`src/rtl/unified_mem_arbiter.sv`:
```
// unified_mem_arbiter: shares one single-ported memory bus between the
// instruction-fetch port and the data port of the core. Data is granted by
// default; after STARVE_LIMIT consecutive data grants with a fetch waiting,
// the fetch is forced through. Hung bus transactions are aborted after
// TIMEOUT bus cycles with a one-cycle bus_err pulse.
//
// Handshake: a requester raises its request (inst_ren, or mem_ren/mem_wen)
// and holds it together with address/data while its stall output is high.
// The access has completed in the cycle where the request is high and the
// stall is low. On the bus side, bus_req stays high until the single-cycle
// bus_ack (or the timeout), and bus_ack outside a bus cycle is ignored.
module unified_mem_arbiter #(
  parameter int STARVE_LIMIT = 3,
  parameter int TIMEOUT      = 255
) (
  input  logic        clk,
  input  logic        rst_n,
  input  logic        inst_ren,
  input  logic [31:0] inst_addr,
  output logic [31:0] inst_data,
  output logic        inst_stall,
  input  logic        mem_ren,
  input  logic        mem_wen,
  input  logic [31:0] mem_addr,
  input  logic [31:0] mem_dout,
  output logic [31:0] mem_din,
  output logic        data_stall,
  output logic        bus_req,
  output logic        bus_we,
  output logic [31:0] bus_addr,
  output logic [31:0] bus_wdata,
  input  logic [31:0] bus_rdata,
  input  logic        bus_ack,
  output logic        bus_err,
  output logic [1:0]  dbg_state
);

  localparam int               SW         = $clog2(STARVE_LIMIT + 1);
  localparam logic [SW-1:0]    STARVE_MAX = SW'(STARVE_LIMIT);
  localparam logic [7:0]       TMO_LAST   = 8'(TIMEOUT - 1);

  typedef enum logic [1:0] {
    IDLE  = 2'd0,
    I_BUS = 2'd1,
    D_BUS = 2'd2,
    RESP  = 2'd3
  } state_t;

  state_t          r_state;
  state_t          w_state_nxt;
  logic [SW-1:0]   r_starve_cnt;
  logic [7:0]      r_tmo_cnt;
  logic            r_i_done;
  logic            r_d_done;
  logic [31:0]     r_inst_data;
  logic [31:0]     r_mem_din;
  logic            r_bus_req;
  logic            r_bus_we;
  logic [31:0]     r_bus_addr;
  logic [31:0]     r_bus_wdata;
  logic            r_bus_err;

  logic            w_pend_d;
  logic            w_pend_i;
  logic            w_grant_i;
  logic            w_grant_d;
  logic            w_in_bus;
  logic            w_tmo_hit;
  logic            w_bus_end;
  logic            w_abort;

  assign w_pend_d  = mem_ren | mem_wen;
  assign w_pend_i  = inst_ren;
  assign w_in_bus  = (r_state == I_BUS) || (r_state == D_BUS);
  // The counter starts at 0 in the first bus cycle, so TIMEOUT-1 marks the
  // last cycle bus_req is allowed to stay high.
  assign w_tmo_hit = (r_tmo_cnt == TMO_LAST);
  assign w_bus_end = w_in_bus && (bus_ack || w_tmo_hit);
  assign w_abort   = w_bus_end && !bus_ack;

  // Next-state and grant decision; data wins ties unless the fetch is starving.
  always_comb begin
    w_state_nxt = r_state;
    w_grant_i   = 1'b0;
    w_grant_d   = 1'b0;
    case (r_state)
      IDLE: begin
        if (w_pend_i && (!w_pend_d || (r_starve_cnt == STARVE_MAX))) begin
          w_grant_i   = 1'b1;
          w_state_nxt = I_BUS;
        end else if (w_pend_d) begin
          w_grant_d   = 1'b1;
          w_state_nxt = D_BUS;
        end
      end
      I_BUS, D_BUS: begin
        if (bus_ack || w_tmo_hit) w_state_nxt = RESP;
      end
      RESP:    w_state_nxt = IDLE;
      default: w_state_nxt = IDLE;
    endcase
  end

  // State register.
  always_ff @(posedge clk or negedge rst_n) begin
    if (!rst_n) r_state <= IDLE;
    else        r_state <= w_state_nxt;
  end

  // Registered bus outputs: loaded on grant, dropped when the transfer ends.
  always_ff @(posedge clk or negedge rst_n) begin
    if (!rst_n) begin
      r_bus_req   <= 1'b0;
      r_bus_we    <= 1'b0;
      r_bus_addr  <= 32'h0;
      r_bus_wdata <= 32'h0;
      r_bus_err   <= 1'b0;
    end else begin
      r_bus_err <= w_abort;
      if (w_grant_d) begin
        r_bus_req   <= 1'b1;
        r_bus_we    <= mem_wen;
        r_bus_addr  <= mem_addr;
        r_bus_wdata <= mem_dout;
      end else if (w_grant_i) begin
        r_bus_req  <= 1'b1;
        r_bus_we   <= 1'b0;
        r_bus_addr <= inst_addr;
      end else if (w_bus_end) begin
        r_bus_req <= 1'b0;
        r_bus_we  <= 1'b0;
      end
    end
  end

  // Timeout counter runs only while a bus transfer is outstanding.
  always_ff @(posedge clk or negedge rst_n) begin
    if (!rst_n)                    r_tmo_cnt <= 8'h0;
    else if (w_in_bus && !w_bus_end) r_tmo_cnt <= r_tmo_cnt + 8'd1;
    else                           r_tmo_cnt <= 8'h0;
  end

  // Consecutive data grants while a fetch waits; saturates at the limit.
  always_ff @(posedge clk or negedge rst_n) begin
    if (!rst_n) begin
      r_starve_cnt <= '0;
    end else if (w_grant_i) begin
      r_starve_cnt <= '0;
    end else if (w_grant_d) begin
      if (!w_pend_i)                        r_starve_cnt <= '0;
      else if (r_starve_cnt != STARVE_MAX)  r_starve_cnt <= r_starve_cnt + 1'b1;
    end
  end

  // Response capture and done flags; an aborted transfer returns zero.
  always_ff @(posedge clk or negedge rst_n) begin
    if (!rst_n) begin
      r_inst_data <= 32'h0;
      r_mem_din   <= 32'h0;
      r_i_done    <= 1'b0;
      r_d_done    <= 1'b0;
    end else if (w_bus_end) begin
      if (r_state == I_BUS) begin
        r_inst_data <= bus_ack ? bus_rdata : 32'h0;
        r_i_done    <= 1'b1;
      end else begin
        if (!r_bus_we) r_mem_din <= bus_ack ? bus_rdata : 32'h0;
        r_d_done <= 1'b1;
      end
    end else if (r_state == RESP) begin
      r_i_done <= 1'b0;
      r_d_done <= 1'b0;
    end
  end

  assign inst_stall = inst_ren & ~r_i_done;
  assign data_stall = (mem_ren | mem_wen) & ~r_d_done;
  assign inst_data  = r_inst_data;
  assign mem_din    = r_mem_din;
  assign bus_req    = r_bus_req;
  assign bus_we     = r_bus_we;
  assign bus_addr   = r_bus_addr;
  assign bus_wdata  = r_bus_wdata;
  assign bus_err    = r_bus_err;
  assign dbg_state  = r_state;

endmodule

```
`config.mk`:
```
export PLATFORM = sky130hd
export DESIGN_NAME = unified_mem_arbiter
export DESIGN_NICKNAME = d
export VERILOG_FILES = /design/src/rtl/unified_mem_arbiter.sv
export SDC_FILE = /design/constraint.sdc
export NUM_CORES = 1
export LEC_CHECK = 0
export ABC_CLOCK_PERIOD_IN_PS = 2850
export CAP_MARGIN = 20
export CORE_MARGIN = 2
export CORE_UTILIZATION = 35
export DETAILED_ROUTE_END_ITERATION = 10
export PLACE_DENSITY_LB_ADDON = 0.25
export SLEW_MARGIN = 20
export SYNTH_ARGS = -nofsm -noshare
export SYNTH_HDL_FRONTEND = slang
export SYNTH_SLANG_ARGS = --single-unit
```
`constraint.sdc`:
```
create_clock -name clk -period 2.85 [get_ports clk]
set_clock_uncertainty 0.2 [all_clocks]
set_input_delay 0.4275 -clock clk [delete_from_list [all_inputs] [get_ports clk]]
set_output_delay 0.4275 -clock clk [all_outputs]
set_load 0.01 [all_outputs]
```
==> results.md, run 1 <==
Cells and area:
- The fraction of final layout cells with drive strength greater than 1 is 11.1%.
- The filler cells instantiated in the layout total 1571.
- The area added between synthesis and finish is 52.5%.
- The net count of the finished layout is 957.
- The combined flip-flop and latch cell area is 3630 µm².
- The number of antenna diodes in the final layout is 0.
- Once layout is done, the placed cells without fillers occupy 10300 µm².
- In the final layout, the multi-input gates occupy 2880 µm².

Clock tree:
- The cell at the root of the clock tree is sky130_fd_sc_hd__clkbuf_16.
- TritonCTS built the clock tree.
- The total clock buffers created by CTS is 17.
- The clock transition time at the flip-flop clock pins of the worst setup and hold paths is 0.06 ns.
- The H-tree was split into 4 levels.
- The later-pin clock latency in the skew report is 0.41 ns.
- The total of cells resized after clock tree synthesis is 0.
- The clock net sink count is 145.
- The buffer depth of the longest clock path is 2.

Floorplan:
- For this configuration, the core starts out at a cell density of 35.8%.
- The floorplan step defined a core boundary enclosing 18800 µm².
- The number of rows in the core area is 50.
- In this run the vertical extent of the chip is 143 µm.
- The die covers 20400 µm².
- The number of I/O pins is 269.
- The overall die width is 143 µm.

Global route:
- The via count of the first global-routing pass is 5668.
- Entering global routing, the biggest net connects 65 pins.
- Global routing consumed, over all layers together, 18.8% of the routing resources.
- The first global-routing pass estimated 30.3 mm of wire.
- The total overflow left after global routing is 0.
- The initial antenna violation count was 0.

Place:
- The number of port buffers is 268.
- Routability-driven placement finished with a final weighted congestion of 0.795.
- The HPWL reported at the end of detailed placement is 13.7 mm.
- The area of placed instances is 9710 µm².
- The worst setup slack before clock tree synthesis is 0.253 ns.

Timing:
- The part of the cycle the worst path needs is 89.7%.
- Setup repair after global routing left no endpoint under its margin.
- The maximum achievable frequency is 0.391 GHz.
- The max-slew violation count is 0.
- At the pin with the least slew margin, the transition time is 0.525 ns.
- The number of endpoints with negative hold slack in the final report is 0.
- In the final timing run, aggregate negative setup slack is 0 ns.
- The relative slew slack is 65.0%.
- Subtracting the final worst setup slack from the clock period gives 2.56 ns.
- The count of final setup violators is 0.
- Setup slack on the critical path of the routed design comes to 0.294 ns.

Routing:
- The remaining antenna violation count is 0.
- The residual DRC count is 0.
- The number of iterations in the first detailed-routing pass is 4.
- The final layout contains routed wiring with a total length of 19.3 mm.
- The total number of vias is 5532.
- The wire length per cell after detailed routing is 17.7 µm.
- The detailed router finished its first iteration with 283 violations.
- The via count normalized by instance count is 5.08.

Synthesis:
- The number of warnings reported in the yosys synthesis log is 0.
- The cell taking the most area after synthesis is sky130_fd_sc_hd__dfrtp_1.
- The most used flip-flop cell after synthesis is sky130_fd_sc_hd__dfrtp_1.
- The net count after synthesis is 697.
- After synthesis the cells add up to 6750 µm².
- Ranked by total cell area, the synthesized netlist is headed by sky130_fd_sc_hd__dfrtp_1 54%, sky130_fd_sc_hd__a21bo_2 4.9%, sky130_fd_sc_hd__a221o_1 4.7%.
- The synthesized netlist contains 44 unique library cells.
- Counting flops and latches in the post-synthesis netlist gives 145.
- Counting flops with a built-in enable in the synthesized netlist gives 0.
- In the synthesized netlist, the number of instances is 557.
- After synthesis, flip-flops and latches occupy 53.8% of the total area.
- The fraction of synthesis flops using an asynchronous set or reset pin is 100%.
- Of the post-synthesis cell area, the dominant cell type holds 53.8%.
- After synthesis, the mean cell area works out to 12.1 µm².

Run:
- The total of max-cap violations is 0.

Status:
- The flow ran to the end, and the final reports show no timing, DRC or antenna violations.

Worst hold path:
- The worst hold path terminates at bus_err$_DFF_PN0_.
- In this run the worst hold path is classified as input port to flop.
- The worst hold path begins at bus_ack.
- The worst hold path was traced through 2 stages.

Worst setup path:
- The worst setup path is of the input port to primary output kind.
- The depth of the most critical reg-to-reg path is 6.
- In this run the worst path has a maximum fanout of 5.
- The required time of the critical path is 2.22 ns.
- Across all register-to-register paths, the minimum setup slack is 0.46 ns.
- The worst register-to-register path ends at inst_data[9]$_DFFE_PN0P_.
- The worst setup path is captured at a primary output.
- In this run the critical register-to-register path is launched from dbg_state[1]$_DFFE_PN0P_.
- STA classifies the critical path startpoint as an input port.
- Data arrives at the worst endpoint at 1.93 ns.

Pwr:
- The sum of internal, switching and leakage power is 11.7 mW.
- The leakage power is 4.32 nW.
- The largest voltage drop on the vdd net is 0.000483 V.
- In this run the power density over the cells is 1130 nW/µm².
## worst max path at each step
stage                              from                        end  slack [ns]  cells past startpoint
3_5_place_dp                    mem_ren                 data_stall        0.25                      4
5_1_grt                         mem_ren                 data_stall        0.15                      4
6_report                        mem_ren                 data_stall        0.29                      4
3_3_place_gp                    mem_ren                 data_stall        0.25                      4
4_1_cts                         mem_ren                 data_stall        0.23                      4
2_1_floorplan  dbg_state[0]$_DFFE_PN0P_  inst_data[10]$_DFFE_PN0P_        0.82                      7
## layout make-up
type / instances / area share (%)
flip-flops and latches: 145 / 35.3
repair buffers: 283 / 27.8
multi-input cells: 364 / 28.0
clock inverters: 12 / 1.30
well taps: 260 / 3.16
clock buffers: 20 / 4.25
inverters: 6 / 0.219
## through the flow
stage	hold WS [ns]	util, %	instances
after floorplan	-0.0681	-	557
after global placement	0.210	51.5	1057
after detailed placement	0.223	51.5	1057
after CTS	0.156	54.6	1090
after global routing	0.196	54.6	1090
final	0.176	54.6	1090
## cells in the final DEF, fill, tap and decap left out, types with 5 or more instances in the layout
cell | synthesis | routed
sky130_fd_sc_hd__inv_1 | 6 | 6
sky130_fd_sc_hd__nand3_1 | 5 | 5
sky130_fd_sc_hd__o21ai_0 | 7 | 7
sky130_fd_sc_hd__a211o_1 | 32 | 32
sky130_fd_sc_hd__nor2_1 | 9 | 8
sky130_fd_sc_hd__and2_1 | 33 | 33
sky130_fd_sc_hd__clkbuf_16 | 0 | 17
sky130_fd_sc_hd__a21bo_2 | 33 | 33
sky130_fd_sc_hd__a221o_1 | 32 | 32
sky130_fd_sc_hd__buf_12 | 0 | 5
sky130_fd_sc_hd__ha_1 | 6 | 6
sky130_fd_sc_hd__and3_1 | 33 | 33
sky130_fd_sc_hd__dfrtp_1 | 145 | 145
sky130_fd_sc_hd__buf_4 | 0 | 9
sky130_fd_sc_hd__nor2b_1 | 34 | 34
sky130_fd_sc_hd__mux2_1 | 28 | 28
sky130_fd_sc_hd__and4_1 | 33 | 33
sky130_fd_sc_hd__clkdlybuf4s50_1 | 0 | 266
sky130_fd_sc_hd__a21oi_1 | 38 | 38
## state kept, by name, summed over array words and instances (netlist names)
signal	flops
bus_addr	32
bus_err	1
bus_req	1
bus_wdata	32
bus_we	1
dbg_state	2
inst_data	32
mem_din	32
r_d_done	1
r_i_done	1
r_starve_cnt	2
r_tmo_cnt	8
## where the power goes
part,internal [mW],total [mW],switching [mW]
logic,3.36,5.78,2.42
clock network,1.29,2.17,0.874
registers,3.05,3.72,0.679
total,7.70,11.7,3.97
## critical path, stage by stage
cell,delay [ns]
sky130_fd_sc_hd__clkdlybuf4s50_1,0.57
sky130_fd_sc_hd__nor2_2,0.12
sky130_fd_sc_hd__nor2_1,0.21
sky130_fd_sc_hd__clkdlybuf4s50_1,0.60
## repair_timing
item / in CTS / in global routing
buffers inserted: 0 / 0
hold buffers: 1 / 0
endpoints found under the hold margin: 52 / 0
## kinds of logic after synthesis
family | after synthesis | share of synthesized area (%)
multiplexers | 32 | 5.34
flip-flops | 145 | 53.8
AND/OR/NAND/NOR | 165 | 16.5
AO/OA/AOI/OAI | 158 | 19.2
buffers and inverters | 48 | 3.62
adder cells (fa/ha/maj) | 6 | 1.11
XOR/XNOR | 3 | 0.390
## cell usage after synthesis, types with 2 or more instances
master                     number
sky130_fd_sc_hd__a211o_1       32
sky130_fd_sc_hd__o211a_1        2
sky130_fd_sc_hd__a21oi_1       38
sky130_fd_sc_hd__a21bo_2       33
sky130_fd_sc_hd__or2_2          2
sky130_fd_sc_hd__mux2_2         4
sky130_fd_sc_hd__ha_1           6
sky130_fd_sc_hd__buf_6          6
sky130_fd_sc_hd__o21ai_0        7
sky130_fd_sc_hd__xor2_1         2
sky130_fd_sc_hd__nor3b_1        2
sky130_fd_sc_hd__clkbuf_1      20
sky130_fd_sc_hd__dfrtp_1      145
sky130_fd_sc_hd__and3_1        33
sky130_fd_sc_hd__nand2_1        3
sky130_fd_sc_hd__a211oi_1       4
sky130_fd_sc_hd__and2_1        33
sky130_fd_sc_hd__nor2_1         9
sky130_fd_sc_hd__nand3_1        5
sky130_fd_sc_hd__inv_1          6
sky130_fd_sc_hd__mux2_1        28
sky130_fd_sc_hd__nor2b_1       34
sky130_fd_sc_hd__a221o_1       32
sky130_fd_sc_hd__and4_1        33
sky130_fd_sc_hd__buf_2         15
sky130_fd_sc_hd__nand4_1        2
sky130_fd_sc_hd__or3_1          4
## per-layer routing
metal / wire [µm] / global-route usage [%]
met5: 0 / 0
met4: 72 / 3.96
met3: 1430 / 6.87
met2: 9430 / 30.8
met1: 8360 / 24.0
(Power assumes the default switching activity.)
==> run 2: changes to the inputs <==
--- a/config.mk
+++ b/config.mk
@@ -5,7 +5,7 @@
 export SDC_FILE = /design/constraint.sdc
 export NUM_CORES = 1
 export LEC_CHECK = 0
-export ABC_CLOCK_PERIOD_IN_PS = 2850
+export ABC_CLOCK_PERIOD_IN_PS = 2300
 export CAP_MARGIN = 20
 export CORE_MARGIN = 2
 export CORE_UTILIZATION = 35
@@ -15,3 +15,4 @@
 export SYNTH_ARGS = -nofsm -noshare
 export SYNTH_HDL_FRONTEND = slang
 export SYNTH_SLANG_ARGS = --single-unit
+export TNS_END_PERCENT = 1
==> constraint.sdc (replaced) <==
create_clock -name clk -period 2.3 [get_ports clk]
set_clock_uncertainty 0.2 [all_clocks]
set_input_delay 0.345 -clock clk [delete_from_list [all_inputs] [get_ports clk]]
set_output_delay 0.345 -clock clk [all_outputs]
set_load 0.01 [all_outputs]
==> run 2 against run 1 <==
Against the previous run:
- register-to-register slack worse by 0.25 ns
- final cell count is 0.73% higher
- sequential share of layout area is 0.47 points lower
- final area rose by 1.4%
- flip-flop and latch count stayed put
- global-route usage grew 0.65 points
- first-iteration DRC count shrank 4.9%
- via count rose by 1.6%
- power is 27% higher
- core utilization is 0.74 points higher
- critical path depth unchanged
- critical endpoint unchanged
- largest cell class unchanged
- largest power group unchanged
==> results.md, run 2 (synthesis gave the netlist of run 1 again) <==
Global route:
- The initial antenna violation count was 0 (unchanged).
- The wire length of the first global-routing pass is 30.9 mm (+2.0%).
- The overall global routing resource usage was 19.5% (+0.65 points).
- The total overflow reported by the global router was 0 (unchanged).
- The via count of the first global-routing pass is 5742 (+1.3%).
- The maximum number of pins on one net before global-route repair is 65 (unchanged).

Clock tree:
- The clock net sink count is 145 (unchanged).
- The cell at the root of the clock tree is sky130_fd_sc_hd__clkbuf_16.
- The TritonCTS clock tree is done.
- The number of H-tree levels is 4 (unchanged).
- The clock transition time at the flip-flop clock pins of the worst setup and hold paths is 0.06 ns (about the same).
- The buffer depth of the longest clock path came to 2 (unchanged).
- The later-pin clock latency in the skew report is 0.41 ns (about the same).
- The total clock buffers created by CTS is 17 (unchanged).

Worst hold path:
- The path category of the worst min-delay check is input port to flop.
- The hold path depth is 2 (unchanged).

Pwr:
- The leakage power is 4.39 nW (+1.8%).
- The largest voltage drop on the vdd net came to 0.000668 V (+38%).
- The ratio of total power to cell area was 1420 nW/µm² (+25%).
- The sum of internal, switching and leakage power came to 14.8 mW (+27%).

Worst setup path:
- STA classifies the critical path endpoint as a primary output.
- The highest net fanout along the worst path is 2 (-3).
- The depth of the most critical reg-to-reg path is 6 (unchanged).
- The worst setup path is of the input port to primary output kind.
- The required time of the critical path is 1.75 ns (-0.47 ns).
- The type of element launching the critical path is an input port.
- The signal arrival time at the worst endpoint came to 1.66 ns (-0.27 ns).

Floorplan:
- The number of rows in the core area was 50 (unchanged).
- The overall die width is 143 µm (unchanged).
- The area enclosed by the die boundary came to 20400 µm² (unchanged).
- The number of I/O pins is 269 (unchanged).
- The placeable core region is 18800 µm² (unchanged).
- The initial core utilization is 35.8% (unchanged).
- The die extent in y is 143 µm (unchanged).

Routing:
- The violation count after the first detailed-routing iteration was 269 (-4.9%).
- The total number of vias was 5622 (+1.6%).
- The residual DRC count is 0 (unchanged).
- The remaining antenna violation count came to 0 (unchanged).
- The wire length per cell after detailed routing is 18.0 µm (+1.5%).
- The number of iterations in the first detailed-routing pass is 4 (unchanged).
- The total wire length after detailed routing is 19.7 mm (+2.2%).
- The via count normalized by instance count was 5.12 (+0.89%).

Cells and area:
- The filler cell count is 1573 (+0.13%).
- The final antenna diode count is 0 (unchanged).
- From synthesis to final layout, the design area changed by 54.6%.
- The number of nets in the layout is 965 (+0.84%).
- The fraction of final layout cells with drive strength greater than 1 came to 12.3% (+1.2 points).
- The library cell used most frequently in the layout, excluding fill and tap cells, is sky130_fd_sc_hd__clkdlybuf4s50_1.
- In the layout the commonest cells are 266 x sky130_fd_sc_hd__clkdlybuf4s50_1, 145 x sky130_fd_sc_hd__dfrtp_1, 38 x sky130_fd_sc_hd__a21oi_1.

Place:
- The number of port buffers is 268 (unchanged).
- The placer's final routability congestion estimate is 0.772 (-2.9%).
- The HPWL reported at the end of detailed placement is 14.0 mm (+2.2%).
- The worst setup slack before clock tree synthesis was 0.0819 ns (-0.171 ns).

Timing:
- The worst path setup slack after routing came to 0.0904 ns (-0.204 ns).
- The slew at the pin with the worst max-slew slack is 0.476 ns (-0.0487 ns).
- The part of the cycle the worst path needs is 96.1%.
- The count of final setup violators is 0 (unchanged).
- Setup repair after global routing left no endpoint under its margin.
- The max-slew violation count came to 0 (unchanged).
- The maximum achievable frequency is 0.453 GHz.
- The number of endpoints with negative hold slack in the final report was 0 (unchanged).
- The final total negative setup slack is 0 ns (unchanged).
- The post-layout minimum cycle time is 2.21 ns.
- The relative slew slack is 68.3% (+3.2 points).

Status:
- The run finished with clean final reports.

Run:
- The total of max-cap violations is 0 (unchanged).
## run 2: cell count changes in the layout (fill, tap and decap cells not counted)
cell | previous run | this run
sky130_fd_sc_hd__inv_6 | 2 | 5
sky130_fd_sc_hd__clkbuf_8 | 0 | 2
sky130_fd_sc_hd__clkinvlp_4 | 2 | 1
sky130_fd_sc_hd__clkinv_2 | 3 | 1
sky130_fd_sc_hd__bufinv_16 | 2 | 3
sky130_fd_sc_hd__clkbuf_1 | 3 | 0
sky130_fd_sc_hd__buf_4 | 9 | 15
sky130_fd_sc_hd__buf_12 | 5 | 7
## run 2: per-layer routing
layer  GRT usage [%]  share of wire [%]
met1            24.6                 42
met2            31.4                 49
met3            7.31                7.8
met4            5.47                1.3
met5               0                  0
## run 2: final cells by class
class	count	area, µm²	area share [%]
sequential	145	3630	34.8
timing repair buffer	291	2940	28.2
multi-input combinational	364	2880	27.6
clock buffer	19	453	4.34
tap	260	325	3.12
clock inverter	13	173	1.66
inverter	6	22.5	0.216
## run 2: worst paths after layout
path / startpoint / end / slack [ns]
max: mem_wen / data_stall / 0.09
min: bus_ack / bus_err$_DFF_PN0_ / 0.07
max reg2reg: dbg_state[1]$_DFFE_PN0P_ / mem_din[29]$_DFFE_PN0P_ / 0.21
min reg2reg: bus_wdata[23]$_DFFE_PN0P_ / bus_wdata[23]$_DFFE_PN0P_ / 0.28
max in group asynchronous: rst_n / bus_addr[21]$_DFFE_PN0P_ / 0.98
min in group asynchronous: rst_n / mem_din[17]$_DFFE_PN0P_ / 0.24
## run 2: report_power, final
group	leakage, nW	total (mW)	switching (mW)	internal [mW]
clock network	0.305	2.94	1.15	1.79
logic	2.44	7.24	3.02	4.22
registers	1.64	4.59	0.816	3.77
total	4.39	14.8	4.98	9.78
## run 2: repair_timing
item                      CTS  global route
hold endpoints to repair   45             0
gates resized for setup     0             0
hold buffers                1             0
setup buffers               0             0
## run 2: through the flow
stage | area (µm²) | instances | util [%] | hold slack [ns]
final | 10400 | 1098 | 55.4 | 0.0717
after global routing | 10400 | 1098 | 55.4 | 0.0924
after CTS | 10400 | 1098 | 55.4 | 0.0605
after detailed placement | 9790 | 1065 | 52.0 | 0.128
after global placement | 9790 | 1065 | 52.0 | 0.112
after floorplan | 6750 | 557 | - | -0.151
## run 2: worst max-delay path: stages
cell and delay [ns]:
sky130_fd_sc_hd__clkdlybuf4s50_1 0.50, sky130_fd_sc_hd__nor2_2 0.07, sky130_fd_sc_hd__nor2_1 0.11, sky130_fd_sc_hd__clkdlybuf4s50_1 0.64
